File: src/rtl/dwpe_seq_ctrl.sv
// Tile sequencer for the depthwise PE array: load, NMAX MAC cycles, wait for result, hand off.
// Optional WAIT timeout with sticky err is enabled by defining DWPE_SEQ_TIMEOUT_EN.
module dwpe_seq_ctrl #(
    parameter int KSIZE   = 3,
    parameter int TW      = 16,
    parameter int TIMEOUT = 64,
    localparam int NMAX   = KSIZE * KSIZE,
    localparam int KW     = (NMAX > 1) ? $clog2(NMAX) : 1
) (
    input  logic          clk,
    input  logic          rst_n,
    input  logic          start,
    input  logic          abort,
    input  logic [TW-1:0] tile_cnt,
    output logic          busy,
    output logic          done,
    output logic          err,
    output logic          pix_load,
    output logic          pix_shift,
    output logic [TW-1:0] pix_addr,
    output logic [KW-1:0] wt_addr,
    output logic          dwpe_ena,
    input  logic          result_valid,
    output logic          out_valid,
    input  logic          out_ready
);
    typedef enum logic [2:0] {
        S_IDLE, S_LOAD, S_RUN, S_WAIT, S_OUT, S_DONE
    } state_t;

    localparam logic [KW-1:0] K_LAST = KW'(NMAX - 1);

    state_t        state_reg;
    logic [TW-1:0] cnt_reg;
    logic          busy_reg, done_reg, pix_load_reg, pix_shift_reg;
    logic          dwpe_ena_reg, out_valid_reg;
    logic [TW-1:0] pix_addr_reg;    // doubles as the tile index
    logic [KW-1:0] wt_addr_reg;     // doubles as the MAC cycle counter k

`ifdef DWPE_SEQ_TIMEOUT_EN
    localparam int WCW = $clog2(TIMEOUT + 1);
    localparam logic [WCW-1:0] W_LAST = WCW'(TIMEOUT - 1);
    logic [WCW-1:0] wait_cnt_reg;
    logic           err_reg;
    assign err = err_reg;
`else
    assign err = 1'b0;
`endif

    assign busy      = busy_reg;
    assign done      = done_reg;
    assign pix_load  = pix_load_reg;
    assign pix_shift = pix_shift_reg;
    assign pix_addr  = pix_addr_reg;
    assign wt_addr   = wt_addr_reg;
    assign dwpe_ena  = dwpe_ena_reg;
    assign out_valid = out_valid_reg;

    always_ff @(posedge clk or negedge rst_n) begin
        if (!rst_n) begin
            state_reg     <= S_IDLE;
            cnt_reg       <= '0;
            busy_reg      <= 1'b0;
            done_reg      <= 1'b0;
            pix_load_reg  <= 1'b0;
            pix_shift_reg <= 1'b0;
            dwpe_ena_reg  <= 1'b0;
            out_valid_reg <= 1'b0;
            pix_addr_reg  <= '0;
            wt_addr_reg   <= '0;
`ifdef DWPE_SEQ_TIMEOUT_EN
            wait_cnt_reg  <= '0;
            err_reg       <= 1'b0;
`endif
        end else begin
            done_reg      <= 1'b0;
            pix_load_reg  <= 1'b0;
            pix_shift_reg <= 1'b0;
            if (abort) begin
                // err deliberately survives an abort
                state_reg     <= S_IDLE;
                busy_reg      <= 1'b0;
                dwpe_ena_reg  <= 1'b0;
                out_valid_reg <= 1'b0;
                pix_addr_reg  <= '0;
                wt_addr_reg   <= '0;
            end else begin
                case (state_reg)
                    S_IDLE: begin
                        if (start) begin
                            cnt_reg      <= tile_cnt;
                            pix_addr_reg <= '0;
                            wt_addr_reg  <= '0;
                            busy_reg     <= 1'b1;
`ifdef DWPE_SEQ_TIMEOUT_EN
                            err_reg      <= 1'b0;
`endif
                            if (tile_cnt == '0) begin
                                state_reg <= S_DONE;
                                done_reg  <= 1'b1;
                            end else begin
                                state_reg    <= S_LOAD;
                                pix_load_reg <= 1'b1;
                            end
                        end
                    end
                    S_LOAD: begin
                        state_reg    <= S_RUN;
                        dwpe_ena_reg <= 1'b1;
                        wt_addr_reg  <= '0;
                    end
                    S_RUN: begin
                        if (wt_addr_reg == K_LAST) begin
                            state_reg   <= S_WAIT;
                            wt_addr_reg <= '0;
`ifdef DWPE_SEQ_TIMEOUT_EN
                            wait_cnt_reg <= '0;
`endif
                        end else begin
                            wt_addr_reg   <= wt_addr_reg + 1'b1;
                            pix_shift_reg <= 1'b1;
                        end
                    end
                    S_WAIT: begin
                        if (result_valid) begin
                            state_reg     <= S_OUT;
                            dwpe_ena_reg  <= 1'b0;
                            out_valid_reg <= 1'b1;
                        end
`ifdef DWPE_SEQ_TIMEOUT_EN
                        else if (wait_cnt_reg == W_LAST) begin
                            // give up on the whole job; remaining tiles are dropped
                            state_reg    <= S_DONE;
                            dwpe_ena_reg <= 1'b0;
                            err_reg      <= 1'b1;
                            done_reg     <= 1'b1;
                        end else begin
                            wait_cnt_reg <= wait_cnt_reg + 1'b1;
                        end
`endif
                    end
                    S_OUT: begin
                        if (out_ready) begin
                            out_valid_reg <= 1'b0;
                            if (pix_addr_reg == cnt_reg - TW'(1)) begin
                                state_reg <= S_DONE;
                                done_reg  <= 1'b1;
                            end else begin
                                state_reg    <= S_LOAD;
                                pix_addr_reg <= pix_addr_reg + 1'b1;
                                pix_load_reg <= 1'b1;
                            end
                        end
                    end
                    S_DONE: begin
                        state_reg <= S_IDLE;
                        busy_reg  <= 1'b0;
                    end
                    default: begin
                        state_reg <= S_IDLE;
                        busy_reg  <= 1'b0;
                    end
                endcase
            end
        end
    end
endmodule

File: config.mk
export PLATFORM = sky130hd
export DESIGN_NAME = dwpe_seq_ctrl
export DESIGN_NICKNAME = d
export VERILOG_FILES = /design/src/rtl/dwpe_seq_ctrl.sv
export SDC_FILE = /design/constraint.sdc
export NUM_CORES = 1
export LEC_CHECK = 0
export CORE_UTILIZATION = 35
export CTS_CLUSTER_SIZE = 16
export DETAILED_ROUTE_END_ITERATION = 7
export PLACE_DENSITY = 0.69
export SLEW_MARGIN = 20
export SYNTH_ARGS = -nofsm -noshare
export SYNTH_HDL_FRONTEND = slang
export SYNTH_SLANG_ARGS = --single-unit
File: constraint.sdc
create_clock -name clk -period 3.1 [get_ports clk]
set_input_delay 0.465 -clock clk [delete_from_list [all_inputs] [get_ports clk]]
set_output_delay 0.465 -clock clk [all_outputs]
set_load 0.02 [all_outputs]
==> impl_metrics.sql, run 1 <==
INSERT INTO impl_metrics (metric_group, metric, value, unit) VALUES
('synthesis', 'ys_warn_count', '0', ''),
('global_route', 'globalRoute.totalOverflow', '0', ''),
('worst_setup_path', 'crit_required', '3.30', 'ns'),
('placed_design', 'number_of_buffers_added_on_ports', '47', ''),
('die', 'core_area', '7770', 'µm²'),
('synthesis', 'edff_count_synth', '0', ''),
('detailed_routing', 'drt_first_pass_iters', '4', ''),
('timing', 'timing.fmax', '351', 'MHz'),
('detailed_routing', 'route.vias.total', '2508', ''),
('worst_setup_path', 'crit_path_max_fanout', '27', ''),
('synthesis', 'synthCells', '299', ''),
('synthesis', 'top_cells_by_area_in_the_synthesized_netlist', 'sky130_fd_sc_hd__dfrtp_1 (40%), sky130_fd_sc_hd__mux2_2 (6.4%), sky130_fd_sc_hd__xnor2_1 (4.3%)', ''),
('timing', 'finClkSkew', '0.00811', 'ns'),
('synthesis', 'asyncSetResetFlopFracSynth', '100', '%'),
('cts', 'clock-sinks', '45', ''),
('cts', 'cts_tree', 'built', ''),
('global_route', 'grt_pass1_vias', '2425', ''),
('hold_path', 'holdCritPathClass', 'primary input to asynchronous set/reset pin', ''),
('worst_setup_path', 'timing.critical_path.buf_inv', '1', ''),
('cts', 'htreeDepth', '2', ''),
('worst_setup_path', 'worst_r2r_startpoint', 'cnt_reg[8]$_DFFE_PN0P_', ''),
('placed_design', 'gpl.final_weighted_congestion', '0.881', ''),
('outcome', 'run_status', 'completed', ''),
('cells_and_area', 'final_area', '3570', 'µm²'),
('synthesis', 'synth_top_area_share', '39.7', '%'),
('cells_and_area', 'area_growth', '25.8', '%'),
('timing', 'slew_headroom', '52.2', '%'),
('cts', 'postCtsResizedCells', '0', ''),
('cells_and_area', 'layout_commonest_cell', 'sky130_fd_sc_hd__clkdlybuf4s50_1', ''),
('cells_and_area', 'multi_input_comb_area', '1600', 'µm²'),
('detailed_routing', 'vias_per_cell', '5.54', ''),
('synthesis', 'synth_seq_area_share', '39.7', '%'),
('power_and_ir_drop', 'power_per_cell_area', '611', 'nW/µm²'),
('timing', 'setup_violations', '0', ''),
('cts', 'cts.clk_slew.worst_paths', '0.09', 'ns'),
('detailed_routing', 'ant_nets', '0', ''),
('placed_design', 'placed_cell_area', '3440', 'µm²'),
('timing', 'slew_at_the_pin_closest_to_its_max_slew_limit', '0.715', 'ns'),
('cells_and_area', 'mostFrequentLayoutCells', 'sky130_fd_sc_hd__clkdlybuf4s50_1 (46), sky130_fd_sc_hd__dfrtp_1 (45), sky130_fd_sc_hd__nand2_1 (28)', ''),
('power_and_ir_drop', 'static-leakage-power', '0.00136', 'µW'),
('worst_setup_path', 'critPathCaptureType', 'flip-flop', ''),
('worst_setup_path', 'critPathMaxStageDelay', '0.59', 'ns'),
('worst_setup_path', 'worst_setup_path_start_kind', 'flip-flop', ''),
('job', 'max-cap-violations', '0', ''),
('die', 'std_cell_rows', '32', ''),
('global_route', 'largest_net_degree_at_the_start_of_global_routing', '46', ''),
('detailed_routing', 'drcViolationCount', '0', ''),
('worst_setup_path', 'worst-r2r-cell-count', '8', ''),
('cts', 'cts_setup_buffers', '0', ''),
('cells_and_area', 'drive_gt1_share', '13.1', '%'),
('global_route', 'grt_use_total', '17.5', '%'),
('cts', 'clkLatencyLatePin', '0.30', 'ns'),
('global_route', 'grt_pass1_wl', '11.8', 'mm'),
('cts', 'cts_inserted_buffers', '5', ''),
('timing', 'finalMaxSlewViolations', '0', ''),
('worst_setup_path', 'timing.setup.critical_path_class', 'flip-flop to flip-flop', ''),
('cells_and_area', 'diodes', '0', ''),
('worst_setup_path', 'critical_path_arrival', '3.05', 'ns'),
('die', 'chipHeight', '92.0', 'µm'),
('worst_setup_path', 'crit_family', 'simple AND/OR/NAND/NOR gates', ''),
('timing', 'totalNegativeSetupSlack', '0', 'ns'),
('global_route', 'antenna_found_initial', '0', ''),
('cts', 'clock_tree.buffer_depth', '2', ''),
('synthesis', 'ys_types', '57', ''),
('synthesis', 'ys_ff_latch', '45', ''),
('cts', 'cts_root_buf', 'sky130_fd_sc_hd__clkbuf_8', ''),
('cells_and_area', 'regArea', '1130', 'µm²'),
('power_and_ir_drop', 'irDropWorstVdd', '0.258', 'mV'),
('synthesis', 'most_instantiated_flip_flop_cell_in_the_synthesis_netlist', 'sky130_fd_sc_hd__dfrtp_1', ''),
('detailed_routing', 'avgRoutedWirePerCell', '15.4', 'µm'),
('detailed_routing', 'routed_wirelength', '6.98', 'mm');
power by group:
| part | internal, µW | switching, µW | leakage [µW] |
|---|---|---|---|
| combinational | 408 | 430 | 0.000717 |
| sequential | 711 | 159 | 0.000587 |
| clock | 262 | 208 | 0.0000574 |
cell usage after synthesis, drive strengths merged (5+ instances only):
cell type   n
nand2      28
o31ai      12
clkbuf      7
nor2       14
buf         7
o21ai      14
nor4       12
xnor2      14
mux2       16
a21oi      20
or3        12
nand2b      7
o211ai      5
inv         8
nand3      13
dfrtp      45
or4        10
path summary, 6_finish.rpt:
check | end | slack (ns)
max | pix_addr[4]$_DFFE_PN0P_ | 0.25
min | pix_addr[9]$_DFFE_PN0P_ | 0.15
max reg2reg | pix_addr[4]$_DFFE_PN0P_ | 0.25
min reg2reg | dwpe_ena$_DFFE_PN0P_ | 0.54
max in group asynchronous | cnt_reg[11]$_DFFE_PN0P_ | 2.55
min in group clk | dwpe_ena$_DFFE_PN0P_ | 0.54
through the flow:
| step | utilization (%) | setup WS (ns) | std cells |
|---|---|---|---|
| global route | 45.9 | 0.0756 | 453 |
| CTS | 45.9 | 0.239 | 453 |
| global placement | 44.3 | 0.313 | 445 |
| finish | 45.9 | 0.252 | 453 |
| detailed placement | 44.3 | 0.269 | 445 |
| floorplan | - | 0.254 | 299 |
layer usage:
metal | global-route usage [%] | vias up | routed length, µm
li1 | - | 1221 | -
met1 | 23.5 | 1221 | 3280
met2 | 28.6 | 60 | 3360
met3 | 2.90 | 6 | 277
met4 | 5.73 | 0 | 64
met5 | 0 | - | 0
area by class of cell:
cell class              instances  area share [%]
clock inverters                 2            1.05
multi-input cells             232            44.8
flip-flops and latches         45            31.6
well taps                     102            3.58
repair buffers                 58            15.8
clock buffers                   6            2.32
inverters                       8           0.842
cell families (layout without fill, tap and decap cells):
kind of cell / Yosys count / in the layout / share of synthesized area [%]
DFF: 45 / 45 / 39.7
adders and majority gates: 4 / 4 / 1.77
xor gates and xnor gates: 18 / 18 / 5.56
and+or+nand+nor: 117 / 117 / 23.5
AOI/OAI and AO/OA: 74 / 74 / 18.4
buffers and inverters: 22 / 74 / 3.88
muxes: 18 / 18 / 7.06
other: 1 / 1 / 0.132
worst reg2reg max path: stages, from the launching register on:
cell                        delay (ns)
sky130_fd_sc_hd__dfrtp_1          0.48
sky130_fd_sc_hd__or4_4            0.59
sky130_fd_sc_hd__or3_4            0.39
sky130_fd_sc_hd__a2111oi_4        0.39
sky130_fd_sc_hd__o22ai_2          0.15
sky130_fd_sc_hd__nor4_4           0.30
sky130_fd_sc_hd__buf_12           0.21
sky130_fd_sc_hd__o311ai_1         0.13
sky130_fd_sc_hd__o31ai_1          0.11
Power figures use the tool's default switching activity.
==> run 2: changes to the inputs <==
--- a/config.mk
+++ b/config.mk
@@ -5,10 +5,13 @@
 export SDC_FILE = /design/constraint.sdc
 export NUM_CORES = 1
 export LEC_CHECK = 0
+export CELL_PAD_IN_SITES_DETAIL_PLACEMENT = 0
+export CELL_PAD_IN_SITES_GLOBAL_PLACEMENT = 1
 export CORE_UTILIZATION = 35
 export CTS_CLUSTER_SIZE = 16
 export DETAILED_ROUTE_END_ITERATION = 7
-export PLACE_DENSITY = 0.69
+export HOLD_SLACK_MARGIN = 0.08
+export PLACE_DENSITY = 0.83
 export SLEW_MARGIN = 20
 export SYNTH_ARGS = -nofsm -noshare
 export SYNTH_HDL_FRONTEND = slang
==> run 2 against run 1 <==
  * Sequential share of layout area increased by 0.067 points
  * Core utilization decreased by 0.097 points
  * Non-clock buffer count fell by 1
  * Clock power shrank 2%
  * Clock skew is 0.0015 ns higher
  * Critical endpoint is now pix_addr[11]$_DFFE_PN0P_
  * Worst hold slack better by 0.0096 ns
  * First-iteration DRC count is 25% higher
  * Flip-flop and latch count stayed put
  * Sequential power increased by 1%
  * Global-route usage down 0.24 points
  * Critical path type unchanged
  * Largest power group unchanged
==> impl_metrics.sql, run 2 (synthesis gave the netlist of run 1 again) <==
INSERT INTO impl_metrics (metric_group, metric, value, unit) VALUES
('detailed_routing', 'route.vias.total', '2482', ''),
('detailed_routing', 'ant_nets', '0', ''),
('worst_setup_path', 'critPathCaptureType', 'flip-flop', ''),
('worst_setup_path', 'timing.critical_path.cells', 'or4_4, or3_1, a32o_1, a31oi_2, nor4_4, buf_12, or4_1, a21oi_1', ''),
('cells_and_area', 'mostFrequentLayoutCells', 'sky130_fd_sc_hd__clkdlybuf4s50_1 (46), sky130_fd_sc_hd__dfrtp_1 (45), sky130_fd_sc_hd__nand2_1 (28)', ''),
('worst_setup_path', 'crit_required', '3.33', 'ns'),
('cells_and_area', 'drive_gt1_share', '12.9', '%'),
('worst_setup_path', 'worst_setup_path_start_kind', 'flip-flop', ''),
('worst_setup_path', 'worst-r2r-cell-count', '8', ''),
('die', 'chipWidth', '92.0', 'µm'),
('outcome', 'run_status', 'completed', ''),
('timing', 'slew_headroom', '51.1', '%'),
('worst_setup_path', 'critPathMaxStageDelay', '0.59', 'ns'),
('worst_setup_path', 'crit_family', 'simple AND/OR/NAND/NOR gates', ''),
('die', 'floorplan.io_pins', '49', ''),
('cts', 'cts_inserted_buffers', '5', ''),
('timing', 'setup_violations', '0', ''),
('worst_setup_path', 'worst_path_max_delay_cell', 'sky130_fd_sc_hd__or4_4', ''),
('power_and_ir_drop', 'post_route_total_power', '2170', 'µW'),
('global_route', 'antenna_found_initial', '0', ''),
('detailed_routing', 'routed_wirelength', '7.00', 'mm'),
('worst_setup_path', 'worst_r2r_endpoint', 'pix_addr[11]$_DFFE_PN0P_', ''),
('worst_setup_path', 'timing.setup.critical_path_class', 'flip-flop to flip-flop', ''),
('cts', 'cts_setup_buffers', '0', ''),
('timing', 'finClkSkew', '0.00959', 'ns'),
('global_route', 'grt_pass1_vias', '2307', ''),
('worst_setup_path', 'crit_path_end', 'pix_addr[11]$_DFFE_PN0P_', ''),
('power_and_ir_drop', 'power_per_cell_area', '609', 'nW/µm²'),
('hold_path', 'holdCritPathClass', 'primary input to asynchronous set/reset pin', ''),
('cts', 'cts_tree', 'built', ''),
('timing', 'hold-worst-slack', '0.157', 'ns'),
('global_route', 'grt_use_total', '17.3', '%'),
('power_and_ir_drop', 'irDropWorstVdd', '0.270', 'mV'),
('worst_setup_path', 'critical_path_arrival', '3.06', 'ns'),
('cts', 'cts_root_buf', 'sky130_fd_sc_hd__clkbuf_8', ''),
('cts', 'htreeDepth', '2', ''),
('global_route', 'grt_pass1_wl', '11.5', 'mm'),
('detailed_routing', 'vias_per_cell', '5.49', ''),
('cts', 'cts.clk_slew.worst_paths', '0.08', 'ns'),
('placed_design', 'number_of_buffers_added_on_ports', '47', ''),
('cells_and_area', 'nNetsFinal', '375', ''),
('cts', 'clock_tree.buffer_depth', '2', ''),
('die', 'core_area', '7770', 'µm²'),
('detailed_routing', 'drtIter0Drc', '137', ''),
('worst_setup_path', 'worst_setup_path_startpoint', 'cnt_reg[0]$_DFFE_PN0P_', ''),
('die', 'std_cell_rows', '32', ''),
('job', 'max-cap-violations', '0', ''),
('die', 'initial_core_util', '36.5', '%'),
('timing', 'layout_worst_path_cycle_share', '91.4', '%'),
('cells_and_area', 'layout_commonest_cell', 'sky130_fd_sc_hd__clkdlybuf4s50_1', ''),
('placed_design', 'gpl.final_weighted_congestion', '0.856', ''),
('placed_design', 'dp_hpwl', '5.23', 'mm'),
('cts', 'clkLatencyLatePin', '0.30', 'ns'),
('worst_setup_path', 'worst_r2r_startpoint', 'cnt_reg[0]$_DFFE_PN0P_', ''),
('placed_design', 'place_ws', '0.150', 'ns'),
('detailed_routing', 'avgRoutedWirePerCell', '15.5', 'µm'),
('cells_and_area', 'area_growth', '25.5', '%'),
('timing', 'worst_slack', '0.265', 'ns'),
('cells_and_area', 'diodes', '0', ''),
('global_route', 'largest_net_degree_at_the_start_of_global_routing', '46', ''),
('timing', 'layout_min_cycle_time', '2.83', 'ns'),
('global_route', 'globalRoute.totalOverflow', '0', ''),
('die', 'chipHeight', '92.0', 'µm'),
('timing', 'grt_setup_unrepaired', 'no', ''),
('timing', 'totalNegativeSetupSlack', '0', 'ns'),
('worst_setup_path', 'reg2reg_setup_slack', '0.27', 'ns'),
('timing', 'hold_viol_final', '0', ''),
('timing', 'finalMaxSlewViolations', '0', ''),
('timing', 'slew_at_the_pin_closest_to_its_max_slew_limit', '0.733', 'ns'),
('cts', 'clock-sinks', '45', ''),
('power_and_ir_drop', 'static-leakage-power', '0.00136', 'µW'),
('worst_setup_path', 'timing.critical_path.buf_inv', '1', ''),
('timing', 'timing.fmax', '353', 'MHz'),
('worst_setup_path', 'crit_path_max_fanout', '28', ''),
('detailed_routing', 'drt_first_pass_iters', '4', ''),
('die', 'fp.dieArea', '8460', 'µm²'),
('detailed_routing', 'drcViolationCount', '0', ''),
('worst_setup_path', 'crit_cells', '8', '');
run 2: cell count changes in the layout (fill, tap and decap cells not counted), sizes merged:
cell	delta
buf	-1
clkbuf	+1
clkinvlp	-1
run 2: worst min-delay path by stage:
stage | endpoint | slack (ns)
detailed placement | cnt_reg[15]$_DFFE_PN0P_ | 0.53
finish | pix_addr[9]$_DFFE_PN0P_ | 0.16
CTS | pix_addr[9]$_DFFE_PN0P_ | 0.37
global placement | dwpe_ena$_DFFE_PN0P_ | 0.51
floorplan | busy$_DFFE_PN0P_ | 0.17
global route | pix_addr[9]$_DFFE_PN0P_ | 0.20
run 2: through the flow:
stage	std cells	cell area (µm²)	utilization, %
6_report	452	3560	45.8
5_1_grt	452	3560	45.8
4_1_cts	452	3550	45.7
3_5_place_dp	444	3440	44.2
3_3_place_gp	444	3440	44.2
2_1_floorplan	299	2840	-
run 2: layout make-up:
class	instances	area, µm²
inverter	8	30.0
tap	102	128
fill	747	4210
clock buffer	7	86.3
sequential	45	1130
multi-input combinational	232	1600
timing repair buffer	57	556
clock inverter	1	30.0
run 2: where the power goes:
part	switching, µW	internal [µW]
registers	170	711
logic	417	405
clock network	199	263
run 2: routing by layer:
layer | global-route usage [%] | share of wire, %
met2 | 28.4 | 48
met5 | 0 | 0
met4 | 6.12 | 1.6
met3 | 2.74 | 5.1
met1 | 22.9 | 45
run 2: what timing repair did:
| item | 4_1_cts | 5_1_grt |
|---|---|---|
| hold buffers | 0 | 0 |
| gates resized for setup | 0 | 1 |
| setup endpoints to repair | 0 | 1 |
